===== src/rtl/uart_rx_fifo.sv =====
// uart_rx_fifo: captures UART receiver bytes into a FIFO, acks the receiver, tracks error status
module uart_rx_fifo #(
    parameter int DEPTH = 16,
    localparam int LEVEL_W = $clog2(DEPTH) + 1
) (
    input  logic               Clk,
    input  logic               Reset,
    input  logic [7:0]         RxDataOutput,
    input  logic               RxReady,
    input  logic               RxError,
    output logic               RxEnable,
    output logic [7:0]         DataOut,
    output logic               DataValid,
    input  logic               DataRead,
    output logic [LEVEL_W-1:0] Level,
    output logic               Overrun,
    output logic [7:0]         ErrorCount,
    input  logic               ClearFlags
);
    localparam int PTR_W = $clog2(DEPTH);

    typedef enum logic [1:0] {IDLE, ACK, WAIT_LOW} state_t;

    state_t             state;
    logic [7:0]         mem [DEPTH];
    logic [PTR_W-1:0]   wr_ptr;
    logic [PTR_W-1:0]   rd_ptr;
    logic [LEVEL_W-1:0] count;
    logic               err_prev;
    logic               full;
    logic               wr;
    logic               rd;
    logic               err_rise;

    // Full is judged on the occupancy before the edge, so a same-cycle read never makes room
    assign full      = count == LEVEL_W'(DEPTH);
    assign wr        = state == IDLE && RxReady && !full;
    assign DataValid = count != '0;
    assign rd        = DataValid && DataRead;
    assign err_rise  = RxError && !err_prev;
    assign DataOut   = DataValid ? mem[rd_ptr] : 8'h00;
    assign Level     = count;

    // Capture handshake: one write per byte, one-cycle ack, then wait for the receiver to drop ready
    always_ff @(posedge Clk or negedge Reset) begin
        if (!Reset) begin
            state    <= IDLE;
            RxEnable <= 1'b0;
        end else begin
            case (state)
                IDLE: begin
                    RxEnable <= wr;
                    state    <= wr ? ACK : IDLE;
                end
                ACK: begin
                    RxEnable <= 1'b0;
                    state    <= WAIT_LOW;
                end
                default: begin
                    RxEnable <= 1'b0;
                    state    <= RxReady ? WAIT_LOW : IDLE;
                end
            endcase
        end
    end

    // Storage array; contents need no reset because the head is masked while empty
    always_ff @(posedge Clk) begin
        if (wr)
            mem[wr_ptr] <= RxDataOutput;
    end

    // Pointers wrap naturally at the power-of-two depth; occupancy tracks writes minus reads
    always_ff @(posedge Clk or negedge Reset) begin
        if (!Reset) begin
            wr_ptr <= '0;
            rd_ptr <= '0;
            count  <= '0;
        end else begin
            wr_ptr <= wr ? wr_ptr + PTR_W'(1) : wr_ptr;
            rd_ptr <= rd ? rd_ptr + PTR_W'(1) : rd_ptr;
            count  <= count + LEVEL_W'(wr) - LEVEL_W'(rd);
        end
    end

    // Error edge detection, saturating error count and sticky overrun; a clear wins over a set
    always_ff @(posedge Clk or negedge Reset) begin
        if (!Reset) begin
            err_prev   <= 1'b0;
            ErrorCount <= 8'h00;
            Overrun    <= 1'b0;
        end else begin
            err_prev   <= RxError;
            ErrorCount <= ClearFlags ? 8'h00 : ErrorCount + 8'(err_rise && ErrorCount != 8'hFF);
            Overrun    <= !ClearFlags && (Overrun || (err_rise && state == IDLE && RxReady && full));
        end
    end
endmodule


===== config.mk =====
export PLATFORM = sky130hd
export DESIGN_NAME = uart_rx_fifo
export DESIGN_NICKNAME = d
export VERILOG_FILES = /design/src/rtl/uart_rx_fifo.sv
export SDC_FILE = /design/constraint.sdc
export NUM_CORES = 1
export LEC_CHECK = 0
export ABC_AREA = 1
export CAP_MARGIN = 10
export CELL_PAD_IN_SITES_DETAIL_PLACEMENT = 0
export CELL_PAD_IN_SITES_GLOBAL_PLACEMENT = 1
export CORE_MARGIN = 2
export CORE_UTILIZATION = 51
export DETAILED_ROUTE_END_ITERATION = 7
export MAX_ROUTING_LAYER = met4
export PLACE_DENSITY_LB_ADDON = 0.1
export SKIP_CTS_REPAIR_TIMING = 1
export SLEW_MARGIN = 0
export SYNTH_ARGS = -nofsm -noshare
export SYNTH_HDL_FRONTEND = slang
export SYNTH_SLANG_ARGS = --single-unit

===== constraint.sdc =====
create_clock -name Clk -period 4.23 [get_ports Clk]
set_input_delay 0.6345 -clock Clk [delete_from_list [all_inputs] [get_ports Clk]]
set_output_delay 0.6345 -clock Clk [all_outputs]
set_load 0.01 [all_outputs]

# Word-level counts from Yosys, hierarchy flattened
# Memories as Yosys holds them, arrays and structs flattened.
# Index checks and enable logic that the tools add are counted.
word_totals:
  ff_bits: 26
  latch_bits: 0
  mem_bits_rw: 128
  romBits: 0
  input_bits: 14
  wordCells: 40
  n_memories: 1
memory_table:
  columns: ["name", "words", "width", "read_ports", "rd_clocked_by_memory_dff", "write_ports", "line", "rtl"]
  rows:
  - ["mem", 16, 8, 1, 0, 1, "25", "logic [7:0] mem [DEPTH];"]
classes:
  add_sub_neg: 5
  multipliers: 0
  div: 0
  order_cmp: 0
  n_eq_ne: 3
  shift: 0
  muxes: 8
  n_bitwise: 0
  n_reduce_logical: 15
ops:
  columns: ["operator", "n"]
  rows:
  - ["$mux W8", 2]
  - ["$logic_and A1 B1 Y1", 9]
  - ["$add A4 B1 Y4 const B", 2]
  - ["$add A8 B1 Y8", 1]
  - ["$ne A8 B8 Y1 const B", 1]
  - ["$add A5 B1 Y5", 1]
  - ["$eq A5 B5 Y1 const B", 1]
  - ["$reduce_bool A5 Y1", 1]
  - ["$sub A5 B1 Y5", 1]
  - ["$mux W1", 4]
  - ["$pmux W2 S2", 1]
  - ["$logic_not A1 Y1", 3]
  - ["$eq A2 B1 Y1 const B", 1]
  - ["$logic_not A2 Y1", 1]
  - ["$mux W2", 1]
  - ["$logic_or A1 B1 Y1", 1]

# Logic depth before layout (Yosys ltp)
logic_depth:
  ltp_word: 7
  depth_mapped: 12
  depth_no_buf: 12

# Least setup slack after synthesis
# Ideal clock, no wire load.
synth_timing:
  kind: "register to register"
  from: "register count[3], in the netlist Level[3]"
  to: "register count[4], in the netlist Level[4]"
  arrival_ps: 2295
  required_ps: 4151
  path_slack_ps: 1855
  path_stages_with_launch: 13
  n_path_buf: 0
  synth_period_minus_slack_ps: 2375
  cell_sequence: "dfrtp_1 -> inv_1 -> ha_1 -> nand4_1 -> nand2_1 -> inv_2 -> ha_1 -> inv_1 -> ha_1 -> inv_1 -> fa_1 -> o21ai_0 -> xor2_1"
synth_lines:
  columns: ["item", "line", "rtl"]
  rows:
  - ["from (decl)", "28", "logic [LEVEL_W-1:0] count;"]
  - ["from (signal assigned)", "82", "count <= count + LEVEL_W'(wr) - LEVEL_W'(rd);"]
  - ["$reduce_bool A5 Y1", "38", "assign DataValid = count != '0;"]
  - ["net DataValid", "13", "output logic DataValid,"]
  - ["$logic_and A1 B1 Y1", "39", "assign rd = DataValid && DataRead;"]
  - ["net rd", "32", "logic rd;"]
  - ["$sub A5 B1 Y5", "82", null]
# The timed path passes the listed nets, and every way through them passes these cells.
# A chain may end at the register's enable or synchronous reset.

# Worst setup path in the final report
layout_timing:
  from: "register rd_ptr[0]"
  to: "output DataOut[1]"
layout_via:
  elab_chain_len: 2
layout_rtl:
  columns: ["item", "line", "rtl"]
  rows:
  - ["from (decl)", "27", "logic [PTR_W-1:0] rd_ptr;"]
  - ["from (signal assigned)", "81", "rd_ptr <= rd ? rd_ptr + PTR_W'(1) : rd_ptr;"]
  - ["$mem_v2 Z16 W8", null, null]
  - ["$mux W8", "41", "assign DataOut = DataValid ? mem[rd_ptr] : 8'h00;"]
  - ["to (decl)", "12", "output logic [7:0] DataOut,"]
# Every way passes these cells.

==> impl_metrics.toml <==
[run_status]
status = "completed"

[sta]
finalHoldViolCount = 0
setup_tns_ns = 0
rsz0062_at_grt = "false"
finalCritPeriodShare_pct = 79.9
maxSlewViolCount = 0
fin_skew_ns = 0.00702
setup_ws_ns = 0.851
clock.fmax_ghz = 0.296
setup_viol = 0
fin_crit_ns = 3.38
worstMarginPinSlew_ns = 0.971
final.hold.worst_slack_ns = 0.455
slew_headroom_pct = 35.0

[pwr]
pwr-share-clk_pct = 28.7
power_density_nw_per_um2 = 674
p_leak_nw = 2.88
sw_frac_of_total_pct = 34.9
internal-power_mw = 3.31
combPwrFrac_pct = 34.6
p_switching_mw = 1.77
p_seq_share_pct = 36.7
finalPower_mw = 5.09
peakVddDrop_v = 0.000439

[clocking]
cts-root-buf = "clkbuf_16"
clk_latency_ns = 0.42
cts_max_level = 4
cts_buffer_depth = 2
clock_sinks = 153
clkTransAtPathRegs_ns = 0.06
cts_buffers = 17
cts_tree = "yes"

[routing]
remaining_drc_errors = 0
drt-initial-drc-count = 284
via_per_inst = 5.26
ant_nets = 0
routedWlPerCell_microns = 17.3
firstDrtPassIters = 5
vias = 4211
finalWirelength_microns = 13800

[floorplanning]
ioPinCount = 38
core-area_sq_um = 12600
dieArea_sq_um = 13700
start_util_pct = 51.8
die_y_microns = 117
fp-row-count = 41
die_x_microns = 117

[setup_path]
critPathBufInv = 3
cp-end-kind = "output port"
worstPathArrival_ns = 2.74
crit_path_frequent_cell = "nand2_1"
cp-start-kind = "flip-flop"
critPathKind = "reg2out"
cp_slowest_cell = "clkdlybuf4s50_1"
critical-path-max-stage-delay_ns = 0.57
crit_chain = "inv_2 -> buf_4 -> nand2_1 -> nand3_1 -> nand3_1 -> nand2_1 -> nand2_1 -> a21oi_1 -> clkdlybuf4s50_1"
cp_top_family = "buffers and inverters"
required_ns = 3.60
crit_path_max_fanout = 29

[yosys]
synth_ff_type = "edfxtp_1"
synth_edf_count = 128
synth-seq-area-share_pct = 68.6
yosysWarnings = 0
ys_types = 26
netlist_area_sq_um = 6510
synthCells = 579
async_reset_ff_share_pct = 16.3
synth_nets = 607
ys_ff_latch = 153
syn_avg_cell_area_sq_um = 11.2

[global_route]
grt_pass1_wl_microns = 22300
antenna_found_initial = 0
grt_use_total_pct = 23.1
grt_pass1_vias = 4282
grt.overflow.total = 0
grt_max_degree = 67

[worst_hold_path]
hold_class = "reg2reg"

[placed_design]
preCtsSetupSlack_ns = 1.28
io_buffers = 37
gp_congestion = 0.778
dp_hpwl_microns = 8670

[finish]
layout.nets = 644
area_growth_syn_to_layout_pct = 15.8
diodes = 0
drive_above_1_share_pct = 7.47
fillers = 1041

[flow_run]
maxCapViolCount = 0
==> worst reg2reg max path: cells and delay by family (launching register included) <==
| kind | cells | cell delay [ns] |
|---|---|---|
| xor gates and xnor gates | 1 | 0.16 |
| DFF | 1 | 0.41 |
| AOI/OAI and AO/OA | 1 | 0.24 |
| buffers and inverters | 4 | 0.30 |
| and+or+nand+nor | 2 | 0.39 |
| adders and majority gates | 4 | 1.00 |
==> state kept, by name (all words and copies together), names as in the netlist <==
register	count
mem	128
ErrorCount	8
Level	5
rd_ptr	4
wr_ptr	4
state	2
Overrun	1
err_prev	1
==> worst paths after layout <==
path | startpoint | to | slack [ns] | cells after the start
setup / recovery | rd_ptr[0]$_DFFE_PN0P_ | DataOut[1] | 0.85 | 9
hold / removal | state[1]$_DFF_PN0_ | state[1]$_DFF_PN0_ | 0.45 | 1
setup reg to reg | Level[3]$_DFF_PN0_ | Level[4]$_DFF_PN0_ | 1.65 | 12
hold reg to reg | state[1]$_DFF_PN0_ | state[1]$_DFF_PN0_ | 0.45 | 1
max in group asynchronous | Reset | rd_ptr[0]$_DFFE_PN0P_ | 3.36 | 2
min in group asynchronous | Reset | ErrorCount[3]$_DFF_PN0_ | 0.59 | 2
==> power by group through the flow <==
stage	Combinational, mW	Sequential, mW	Clock [mW]
final	1.76	1.87	1.46
after global routing	2.00	1.88	1.54
after CTS	1.78	1.87	1.48
after detailed placement	1.77	1.90	0
after global placement	1.74	1.89	0
after floorplan	1.24	1.88	0
==> cell families after synthesis <==
logic type      after synthesis  share of synthesized area, %
compound gates               25                          2.00
xor+xnor                     10                          1.34
fa+ha+maj                    14                          2.80
buf+inv                      57                          4.53
flops                       153                          68.6
simple gates                320                          20.7
==> final cells by class <==
type,instances,area (sq um),share of cell area [%]
flip-flops and latches,153,4470,59.3
inverters,32,120,1.59
well taps,172,215,2.85
multi-input cells,369,1750,23.2
repair buffers,43,415,5.51
clock inverters,12,126,1.68
clock buffers,20,447,5.92
==> placed cells by master, fill, tap and decap left out, drive strengths merged <==
cell type	count
inv	32
o21ai	9
edfxtp	128
bufinv	2
nor2	28
xnor2	2
clkdlybuf4s50	37
buf	6
a21boi	1
dfrtp	25
o21a	1
nor3	2
nand3	102
clkbuf	20
nor4	1
nand2	184
clkinvlp	4
a21oi	14
or2	1
xor2	8
nand4	2
fa	1
clkinv	6
ha	13
==> synth_stat cells (2+ instances only) <==
cell | number | area (sq um)
o21ai_1 | 5 | 25.0
nor2_2 | 2 | 12.5
nand2_1 | 183 | 687
xnor2_1 | 2 | 17.5
nand3_1 | 102 | 510
inv_2 | 8 | 30.0
clkbuf_1 | 4 | 15.0
nor3_1 | 2 | 10.0
o21ai_0 | 4 | 20.0
inv_1 | 24 | 90.1
edfxtp_1 | 128 | 3840
a21oi_1 | 14 | 70.1
ha_1 | 13 | 163
dfrtp_1 | 25 | 626
buf_4 | 7 | 52.6
nor2_1 | 26 | 97.6
buf_6 | 6 | 67.6
xor2_1 | 8 | 70.1
buf_2 | 8 | 40.0
nand4_1 | 2 | 12.5
==> stage by stage <==
step / std cells / util [%] / instance area (sq um)
floorplan: 579 / - / 6510
finish: 801 / 60.0 / 7540
CTS: 801 / 60.0 / 7540
detailed placement: 769 / 55.5 / 6970
global route: 801 / 60.0 / 7540
global placement: 769 / 55.5 / 6970
==> metal layers <==
layer,up-vias,part of all wire (%),GRT usage (%)
li1,2049,-,-
met1,2055,44,28.8
met2,96,52,38.4
met3,11,3.0,4.07
met4,0,1.1,8.00
met5,-,0,-
(Power assumes the default switching activity.)
